--- config.mk ---
export PLATFORM = sky130hd
export DESIGN_NAME = cfr_ipif_arbiter
export DESIGN_NICKNAME = d
export VERILOG_FILES = /design/src/rtl/cfr_ipif_pkg.sv /design/src/rtl/cfr_ipif_arb_ch.sv /design/src/rtl/cfr_ipif_arbiter.sv
export SDC_FILE = /design/constraint.sdc
export NUM_CORES = 1
export LEC_CHECK = 0
export CAP_MARGIN = 20
export CORE_MARGIN = 2
export CORE_UTILIZATION = 40
export CTS_BUF_LIST = sky130_fd_sc_hd__clkbuf_8
export DETAILED_ROUTE_END_ITERATION = 16
export PLACE_DENSITY_LB_ADDON = 0.05
export SETUP_SLACK_MARGIN = 0.1
export SLEW_MARGIN = 20
export SYNTH_ARGS = -nofsm -noshare
export SYNTH_HDL_FRONTEND = slang
export SYNTH_SLANG_ARGS = --single-unit
--- constraint.sdc ---
create_clock -name clk -period 11.2 [get_ports clk]
set_clock_uncertainty 0.15 [all_clocks]
set_input_delay 2.24 -clock clk [delete_from_list [all_inputs] [get_ports clk]]
set_output_delay 2.24 -clock clk [all_outputs]
set_load 0.005 [all_outputs]
--- src/rtl/cfr_ipif_pkg.sv ---
// Shared types and helpers for the CFR IPIF requester arbiter.
// Holds the channel FSM encoding, the read-timeout fill value and the round-robin search.
package cfr_ipif_pkg;

  typedef enum logic {
    IDLE = 1'b0,
    WAIT = 1'b1
  } ipif_arb_state_t;

  localparam logic [31:0] TIMEOUT_DATA_DEFAULT = 32'hDEAD_BEEF;

  // Returns the first set bit of pending at or after start, wrapping modulo n (n <= 16).
  function automatic logic [3:0] rr_pick(input logic [15:0] pending,
                                         input logic [3:0]  start,
                                         input int          n);
    logic [3:0] pick;
    int         idx;
    pick = start;
    for (int k = 15; k >= 0; k--) begin
      idx = (int'(start) + k) % n;
      if (k < n && pending[idx]) pick = 4'(idx);
    end
    return pick;
  endfunction

endpackage

--- src/rtl/cfr_ipif_arb_ch.sv ---
// One arbitrated IPIF channel: per-requester capture, round-robin grant, one outstanding
// downstream transaction, timeout with saturating event counter, optional per-requester return data.
module cfr_ipif_arb_ch
  import cfr_ipif_pkg::*;
#(
  parameter int               NUM_REQ     = 4,
  parameter int               FWD_W       = 42,
  parameter int               RET_W       = 32,
  parameter bit               RET_REG     = 1'b1,
  parameter int               TIMEOUT     = 255,
  parameter logic [RET_W-1:0] TIMEOUT_RET = '0
) (
  input  logic                              clk,
  input  logic                              rst,
  input  logic [NUM_REQ-1:0]                s_req_i,
  input  logic [NUM_REQ-1:0][FWD_W-1:0]     s_fwd_i,
  output logic [NUM_REQ-1:0]                s_ack_o,
  output logic [NUM_REQ-1:0][RET_W-1:0]     s_ret_o,
  output logic                              m_req_o,
  output logic [FWD_W-1:0]                  m_fwd_o,
  input  logic                              m_ack_i,
  input  logic [RET_W-1:0]                  m_ret_i,
  output logic                              timeout_o,
  output logic [15:0]                       timeout_cnt_o
);

  localparam int IDX_W = $clog2(NUM_REQ);
  localparam int TMR_W = 16;

  ipif_arb_state_t               state_q, state_d;
  logic [NUM_REQ-1:0]            pend_q, pend_d, clr, cap, ack_q, ack_d;
  logic [NUM_REQ-1:0][FWD_W-1:0] fwd_q;
  logic [IDX_W-1:0]              ptr_q, ptr_d, gnt_q, gnt_d, pick;
  logic [TMR_W-1:0]              tmr_q, tmr_d;
  logic                          m_req_q, m_req_d, to_q, to_d, expired;
  logic [FWD_W-1:0]              m_fwd_q, m_fwd_d;
  logic [15:0]                   to_cnt_q, to_cnt_d;

  // A new request in the completion cycle re-arms pending and recaptures its payload.
  assign cap    = s_req_i & (~pend_q | clr);
  assign pend_d = s_req_i | (pend_q & ~clr);
  assign pick   = IDX_W'(rr_pick(16'(pend_q), 4'(ptr_q), NUM_REQ));

  always_comb begin
    // NOTE: every combinational output gets a default here so no path can infer a latch.
    state_d  = state_q;
    ptr_d    = ptr_q;
    gnt_d    = gnt_q;
    tmr_d    = tmr_q;
    m_req_d  = 1'b0;
    m_fwd_d  = m_fwd_q;
    ack_d    = '0;
    clr      = '0;
    to_d     = 1'b0;
    to_cnt_d = to_cnt_q;
    expired  = (TIMEOUT != 0) && (tmr_q == '0);
    unique case (state_q)
      IDLE: begin
        if (|pend_q) begin
          gnt_d   = pick;
          m_req_d = 1'b1;
          m_fwd_d = fwd_q[pick];
          tmr_d   = TMR_W'(TIMEOUT);
          state_d = WAIT;
        end
      end
      WAIT: begin
        if (m_ack_i || expired) begin
          state_d       = IDLE;
          ack_d[gnt_q]  = 1'b1;
          clr[gnt_q]    = 1'b1;
          ptr_d         = (gnt_q == IDX_W'(NUM_REQ - 1)) ? '0 : gnt_q + 1'b1;
          if (!m_ack_i) begin
            to_d = 1'b1;
            if (to_cnt_q != 16'hFFFF) to_cnt_d = to_cnt_q + 16'd1;
          end
        end else begin
          tmr_d = tmr_q - 1'b1;
        end
      end
      default: state_d = IDLE;
    endcase
  end

  always_ff @(posedge clk) begin
    // NOTE: sequential state uses non-blocking assignments only.
    if (rst) begin
      state_q  <= IDLE;
      pend_q   <= '0;
      ptr_q    <= '0;
      gnt_q    <= '0;
      tmr_q    <= '0;
      m_req_q  <= 1'b0;
      m_fwd_q  <= '0;
      ack_q    <= '0;
      to_q     <= 1'b0;
      to_cnt_q <= '0;
    end else begin
      state_q  <= state_d;
      pend_q   <= pend_d;
      ptr_q    <= ptr_d;
      gnt_q    <= gnt_d;
      tmr_q    <= tmr_d;
      m_req_q  <= m_req_d;
      m_fwd_q  <= m_fwd_d;
      ack_q    <= ack_d;
      to_q     <= to_d;
      to_cnt_q <= to_cnt_d;
    end
  end

  // NOTE: payload storage has no reset; it is only read while its pending bit is set.
  always_ff @(posedge clk) begin
    for (int i = 0; i < NUM_REQ; i++) begin
      if (cap[i]) fwd_q[i] <= s_fwd_i[i];
    end
  end

  if (RET_REG) begin : g_ret
    logic [NUM_REQ-1:0][RET_W-1:0] ret_q;
    always_ff @(posedge clk) begin
      if (rst) begin
        ret_q <= '0;
      end else begin
        for (int i = 0; i < NUM_REQ; i++) begin
          if (ack_d[i]) ret_q[i] <= m_ack_i ? m_ret_i : TIMEOUT_RET;
        end
      end
    end
    assign s_ret_o = ret_q;
  end else begin : g_no_ret
    logic ret_unused;
    assign ret_unused = ^m_ret_i;
    assign s_ret_o    = '0;
  end

  assign s_ack_o       = ack_q;
  assign m_req_o       = m_req_q;
  assign m_fwd_o       = m_fwd_q;
  assign timeout_o     = to_q;
  assign timeout_cnt_o = to_cnt_q;

endmodule

--- src/rtl/cfr_ipif_arbiter.sv ---
// Shares one downstream IPIF port between NUM_REQ requesters; write and read
// are independent round-robin channels, each with one transaction in flight.
module cfr_ipif_arbiter
  import cfr_ipif_pkg::*;
#(
  parameter int                         IPIF_ADDR_WIDTH = 10,
  parameter int                         IPIF_DATA_WIDTH = 32,
  parameter int                         NUM_REQ         = 4,
  parameter int                         TIMEOUT         = 255,
  parameter logic [IPIF_DATA_WIDTH-1:0] TIMEOUT_DATA    = IPIF_DATA_WIDTH'(TIMEOUT_DATA_DEFAULT)
) (
  input  logic                                          clk,
  input  logic                                          rst,
  input  logic [NUM_REQ-1:0][IPIF_ADDR_WIDTH-1:0]       s_wr_addr,
  input  logic [NUM_REQ-1:0]                            s_wr_req,
  input  logic [NUM_REQ-1:0][IPIF_DATA_WIDTH-1:0]       s_wr_data,
  output logic [NUM_REQ-1:0]                            s_wr_ack,
  input  logic [NUM_REQ-1:0][IPIF_ADDR_WIDTH-1:0]       s_rd_addr,
  input  logic [NUM_REQ-1:0]                            s_rd_req,
  output logic [NUM_REQ-1:0][IPIF_DATA_WIDTH-1:0]       s_rd_data,
  output logic [NUM_REQ-1:0]                            s_rd_ack,
  output logic [IPIF_ADDR_WIDTH-1:0]                    wr_addr,
  output logic                                          wr_req,
  output logic [IPIF_DATA_WIDTH-1:0]                    wr_data,
  input  logic                                          wr_ack,
  output logic [IPIF_ADDR_WIDTH-1:0]                    rd_addr,
  output logic                                          rd_req,
  input  logic [IPIF_DATA_WIDTH-1:0]                    rd_data,
  input  logic                                          rd_ack,
  output logic                                          wr_timeout,
  output logic                                          rd_timeout,
  output logic [15:0]                                   wr_timeout_cnt,
  output logic [15:0]                                   rd_timeout_cnt
);

  localparam int WR_FWD_W = IPIF_ADDR_WIDTH + IPIF_DATA_WIDTH;

  logic [NUM_REQ-1:0][WR_FWD_W-1:0] wr_fwd;
  logic [WR_FWD_W-1:0]              wr_fwd_m;
  logic [NUM_REQ-1:0][0:0]          wr_ret_unused;

  for (genvar i = 0; i < NUM_REQ; i++) begin : g_wr_fwd
    assign wr_fwd[i] = {s_wr_addr[i], s_wr_data[i]};
  end
  assign {wr_addr, wr_data} = wr_fwd_m;

  cfr_ipif_arb_ch #(
    .NUM_REQ     (NUM_REQ),
    .FWD_W       (WR_FWD_W),
    .RET_W       (1),
    .RET_REG     (1'b0),
    .TIMEOUT     (TIMEOUT),
    .TIMEOUT_RET (1'b0)
  ) u_wr_ch (
    .clk           (clk),
    .rst           (rst),
    .s_req_i       (s_wr_req),
    .s_fwd_i       (wr_fwd),
    .s_ack_o       (s_wr_ack),
    .s_ret_o       (wr_ret_unused),
    .m_req_o       (wr_req),
    .m_fwd_o       (wr_fwd_m),
    .m_ack_i       (wr_ack),
    .m_ret_i       (1'b0),
    .timeout_o     (wr_timeout),
    .timeout_cnt_o (wr_timeout_cnt)
  );

  cfr_ipif_arb_ch #(
    .NUM_REQ     (NUM_REQ),
    .FWD_W       (IPIF_ADDR_WIDTH),
    .RET_W       (IPIF_DATA_WIDTH),
    .RET_REG     (1'b1),
    .TIMEOUT     (TIMEOUT),
    .TIMEOUT_RET (TIMEOUT_DATA)
  ) u_rd_ch (
    .clk           (clk),
    .rst           (rst),
    .s_req_i       (s_rd_req),
    .s_fwd_i       (s_rd_addr),
    .s_ack_o       (s_rd_ack),
    .s_ret_o       (s_rd_data),
    .m_req_o       (rd_req),
    .m_fwd_o       (rd_addr),
    .m_ack_i       (rd_ack),
    .m_ret_i       (rd_data),
    .timeout_o     (rd_timeout),
    .timeout_cnt_o (rd_timeout_cnt)
  );

endmodule

======== Yosys cells after proc, flatten, opt, wreduce, memory -nomap -nowiden ========
Cells that the tools add are included.
Widths: inputs -> output; s select.
storage, ports and cells
  logic and storage cells ................. 175
  register bits ........................... 482
  output and inout bits ................... 224
  bits of input ports ..................... 252
operators by class
  $add $sub $neg .......................... 12
  magnitude comparators ................... 14
  equality and inequality tests ........... 8
  multiplexer cells ....................... 59
  reduce and logical (&&, ||, !) cells .... 26
  bitwise operators ....................... 24
operator list
  operator               count
  $bmux 42 s2            1
  $mux 16                4
  $pmux 16 s2            2
  $mux 42                1
  $lt 3x6->1 const B     6
  $add 16x1->16 const B  2
  $logic_not 16->1       2
  $mux 32                1
  $ne 16x16->1 const B   2
  $sub 16x1->16 const B  2
  $mux 1                 22
  $bmux 10 s2            1
  $mux 2                 10
  $bmux 1 s3             6
  $and 4x4->4            4
  $mux 4                 4
  $not 4->4              4
  $or 4x4->4             4
  $reduce_or 2->1        8
  $lt 2x3->1 const B     4
  $reduce_and 2->1       6
  $lt 2x5->1 const B     2
  $mux 10                1
  $add 2x1->2 const B    4
  15 further kinds       40

======== Depth between registers and ports, before layout ========
  depth in word-level cells ............... 12
  depth in mapped cells ................... 10
  depth with buffers taken out ............ 7

======== By module ========
A second synthesis with hierarchy kept.
unflattened totals
  cell total of the unflattened synthesis .. 1712
  area total of the unflattened synthesis .. 18657.9 um2
modules (own cells, without submodules)
  module                      area an instance (um2)  seq. area each (um2)  cells an instance  instances
  cfr_ipif_arb_ch at u_wr_ch  10038.4                 6826.5                774                1
  cfr_ipif_arb_ch at u_rd_ch  8615.8                  4904.7                937                1
  cfr_ipif_arbiter            3.8                     0.0                   1                  1

======== Least setup slack after synthesis ========
OpenSTA, ideal clock, no wires.
  path kind ............................... input-to-reg
  from .................................... in wr_ack
  to ...................................... reg u_wr_ch.fwd_q[0] (netlist name), enable pin
  library setup time ...................... 404 ps
  data required time ...................... 10646 ps
  path buffers ............................ 1
  arrival time ............................ 3787 ps
  stages on the path ...................... 4
  slack ................................... 6859 ps
  cells stage by stage .................... o21ai_0 clkbuf_1 o21ai_0 and2_1
on the way
  longest elaborated chain between the ends .. 5
ends and longest elaborated chain
  element                          RTL line                RTL
  from (decl)                      cfr_ipif_arbiter.sv:25  input logic wr_ack,
  $logic_or 1x1->1                 cfr_ipif_arb_ch.sv:68   if (m_ack_i || expired) begin
  $mux 4                           n/a
  $mux 4                           cfr_ipif_arb_ch.sv:57   unique case (state_q)
  $or 4x4->4                       cfr_ipif_arb_ch.sv:40   assign cap = s_req_i & (~pend_q | clr);
  $and 4x4->4                      cfr_ipif_arb_ch.sv:40
  named net u_wr_ch.cap[0]         cfr_ipif_arb_ch.sv:31   logic [NUM_REQ-1:0] pend_q, pend_d, clr, cap, ack_q, ack_d;
  to (signal, indexed assignment)  cfr_ipif_arb_ch.sv:115  if (cap[i]) fwd_q[i] <= s_fwd_i[i];
  to (decl)                        cfr_ipif_arb_ch.sv:32   logic [NUM_REQ-1:0][FWD_W-1:0] fwd_q;
The timed path passes the listed nets, and every way through them passes these cells.
A chain may end at the register's enable or synchronous reset.

======== Worst setup path after layout ========
  from .................................... in rd_ack
  to ...................................... reg u_rd_ch.fwd_q[34] (netlist name), enable pin
on the way
  longest elaborated chain between the ends .. 5
ends and longest elaborated chain
  element                          RTL line                RTL
  from (decl)                      cfr_ipif_arbiter.sv:29  input logic rd_ack,
  $logic_or 1x1->1                 cfr_ipif_arb_ch.sv:68
  $mux 4                           cfr_ipif_arb_ch.sv:68
  $mux 4                           cfr_ipif_arb_ch.sv:57
  $or 4x4->4                       cfr_ipif_arb_ch.sv:40
  $and 4x4->4                      cfr_ipif_arb_ch.sv:40
  named net u_rd_ch.cap[3]         cfr_ipif_arb_ch.sv:31
  to (signal, indexed assignment)  cfr_ipif_arb_ch.sv:115
  to (decl)                        cfr_ipif_arb_ch.sv:32
The timed path passes the listed nets, and every way through them passes these cells.

==> flow_metrics.tcl <==
set metrics [dict create \
    final_cell_mix "clkdlybuf4s50_1 (474), dfxtp_1 (274), edfxtp_1 (208)" \
    hold_class "register to register" \
    crit_buf_inv 2 \
    period_needed_ns 4.354 \
    worst_path_max_delay_cell "o211ai_1" \
    hold_viol 0 \
    final_common_cell "clkdlybuf4s50_1" \
    grt_usage_pct 22.38 \
    maxUsedRoutingLayer "met5" \
    hold_path_depth 2 \
    grt_max_degree 108 \
    die_height_um 217.1 \
    setup_viol 0 \
    netlist_instances 1614 \
    start_kind "input pin" \
    gr-total-overflow 0 \
    drc 0 \
    reg2reg_from "u_wr_ch.tmr_q[0]" \
    syn_to_final_growth_pct 38.23 \
    fmax_ghz 0.2296 \
    clockBufferDepth 3 \
    ctsHoldBuffers 0 \
    cts_tree "built" \
    crit_fanout 17 \
    fin_crit_sh_pct 38.88 \
    antenna_found_initial 9 \
    met2_wirelength_mm 25.60 \
    core_area_um2 45090 \
    seq_area_frac_synth_pct 64.59 \
    synth-edff-count 208 \
    critPathLaunch "rd_ack" \
    yosysUniqueCellTypes 51 \
    cp-end-kind "register" \
    hold_end "u_rd_ch.m_fwd_o[2]" \
    cellLeakagePower_uw 0.008657 \
    reg2regPathDepth 8 \
    ant_nets 0 \
    reg2reg_slack_ns 7.57 \
    synth-seq-cells 482 \
    cts_resized 0 \
    rows 78 \
    nNetsFinal 2343 \
    max_stage_delay_ns 1.01 \
    p_per_area_nw_per_um2 162.0 \
    syn_avg_cell_area_um2 11.25 \
    hp-start "u_rd_ch.m_fwd_o[2]" \
    die_x_um 217.1 \
    ir_drop_mv 0.09764 \
    ios 476 \
    dieArea_um2 47130 \
    start_util_pct 40.28 \
    synth_flop_cell "dfxtp_1" \
    avgRoutedWirePerCell_um 19.71 \
    drt_wl_total_mm 54.22 \
    final_cell_count_no_fill 2751 \
    numCtsBuffers 83 \
    arrival_ns 4.58 \
    grt_pass1_wl_mm 81.84 \
    dpl.hpwl_mm 36.36 \
    cts-root-buf "clkbuf_8" \
    slew_headroom_pct 25.85 \
    vias_per_cell 5.301 \
    critical_path_class "input pin to register" \
    m1WireLength_mm 22.72 \
    crit_path_cell_trace "clkdlybuf4s50_1 -> o211ai_1 -> a21boi_0 -> buf_4" \
    finalMaxSlewViolations 0 \
    async_reset_ff_share_pct 0 \
    place_congestion 0.8106 \
    drv_cap 0 \
    synth_nets 1878 \
    clk_latency_ns 0.63 \
    drt_iter0_markers 1070 \
    timing.setup.tns_ns 0 \
    r2r_end "u_wr_ch.fwd_q[89]" \
    synth_area_um2 18160 \
    place_inst 2594 \
    rsz0062_at_grt "no" \
    cts.sinks 482 \
    drtPass1Iterations 5 \
    grt_pass1_vias 14184 \
    status "finished clean" \
    dpl-instance-area_um2 23420 \
    ctsHtreeMaxLevel 3 \
    path_clk_slew_ns 0.05 \
    dr_wl_met3_mm 4.207 \
    post-cts-setup-buffers 0 \
    drive_gt1_share_pct 7.922 \
    critPathTopFamily "compound AO/OA/AOI/OAI gates" \
    port_buffers 475 \
    final_cell_area_um2 25110 \
    required_ns 11.42 \
    worstMarginPinSlew_ns 1.109 \
    ys.warnings.count 0 \
    routed-via-count 14584 \
]
==> worst register-to-register path: cells and delay by family, from the launching register on <==
family / cells / cell delay [ns]
AO/OA/AOI/OAI: 2 / 0.65
adder cells (fa/ha/maj): 1 / 0.22
buffers and inverters: 2 / 0.60
flip-flops: 1 / 0.31
AND/OR/NAND/NOR: 3 / 1.29
==> cells by family after synthesis <==
kind of cell	after synthesis	share of synthesized area (%)
adders and majority gates	12	0.8266
xor gates and xnor gates	13	0.6269
AOI/OAI and AO/OA	358	12.63
DFF	482	64.59
and+or+nand+nor	546	14.91
muxes	60	3.341
buffers and inverters	143	3.086
==> cell usage after synthesis, drive strengths merged, types with 6 or more instances <==
cell | n | area share [%]
a211oi | 8 | 0.33
a21oi | 157 | 4.3
a22oi | 33 | 1.4
a32oi | 42 | 2.0
and2 | 6 | 0.21
and3 | 6 | 0.21
buf | 14 | 0.42
clkbuf | 106 | 2.2
dfxtp | 274 | 30
edfxtp | 208 | 34
ha | 12 | 0.83
inv | 23 | 0.48
mux2i | 55 | 3.0
nand2 | 49 | 1.0
nand2b | 8 | 0.28
nand3 | 64 | 1.8
nand4 | 32 | 1.1
nor2 | 176 | 3.6
nor2b | 11 | 0.38
nor3 | 117 | 3.2
nor4 | 9 | 0.31
o2111ai | 11 | 0.53
o211ai | 48 | 2.0
o21ai | 31 | 0.85
o31ai | 10 | 0.41
or3 | 24 | 0.85
or4 | 21 | 0.89
xor2 | 10 | 0.48
==> flip-flops by register name (all words and copies together), names as in the netlist, 4 cells and up <==
register               cells
u_wr_ch.pend_q             4
u_rd_ch.pend_q             4
u_rd_ch.tmr_q             16
u_rd_ch.timeout_cnt_o     16
u_wr_ch.timeout_cnt_o     16
u_rd_ch.fwd_q             40
u_wr_ch.tmr_q             16
u_rd_ch.s_ret_o          128
u_rd_ch.s_ack_o            4
u_wr_ch.s_ack_o            4
u_wr_ch.fwd_q            168
u_rd_ch.m_fwd_o           10
u_wr_ch.m_fwd_o           42
==> power by group <==
part | internal (µW) | leakage [µW] | switching, µW | total [µW]
sequential | 1950 | 0.00422 | 57.1 | 2010
combinational | 243 | 0.00347 | 252 | 495
clock | 854 | 0.000972 | 711 | 1570
==> worst max path at each step <==
| stage | endpoint | slack, ns | depth (start not counted) |
|---|---|---|---|
| after CTS | u_rd_ch.timeout_cnt_o[12] | 6.95 | 5 |
| after global routing | u_rd_ch.fwd_q[34] | 6.75 | 4 |
| after detailed placement | u_rd_ch.timeout_cnt_o[12] | 6.25 | 5 |
| after global placement | u_rd_ch.timeout_cnt_o[12] | 6.26 | 5 |
| final | u_rd_ch.fwd_q[34] | 6.85 | 4 |
| after floorplan | u_wr_ch.fwd_q[0] | 6.86 | 4 |
==> stage by stage <==
step / hold WS, ns / power, µW / setup slack (ns) / util, %
4_1_cts: 0.3206 / 4122 / 6.947 / 55.62
3_5_place_dp: 0.3057 / 2542 / 6.248 / 51.93
3_3_place_gp: 0.2956 / 2535 / 6.258 / 51.91
5_1_grt: 0.3463 / 4253 / 6.755 / 55.68
6_report: 0.3156 / 4068 / 6.846 / 55.69
2_1_floorplan: 0.2978 / 2253 / 6.859 / -
==> per-layer routing <==
metal	GRT usage (%)	vias to the layer above
li1	-	6991
met1	28.21	6999
met2	35.97	490
met3	6.778	96
met4	8.927	8
met5	0	-
==> layout make-up <==
class                      instances  area [µm²]
inverter                          23       86.33
sequential                       482       11730
fill                            3924       19980
multi-input combinational        989        5918
clock buffer                     103        1418
clock inverter                    49       244.0
tap                              600       750.7
timing repair buffer             500        4947
antenna                            5       12.51
Note: power is estimated with default switching activity, not from simulation.
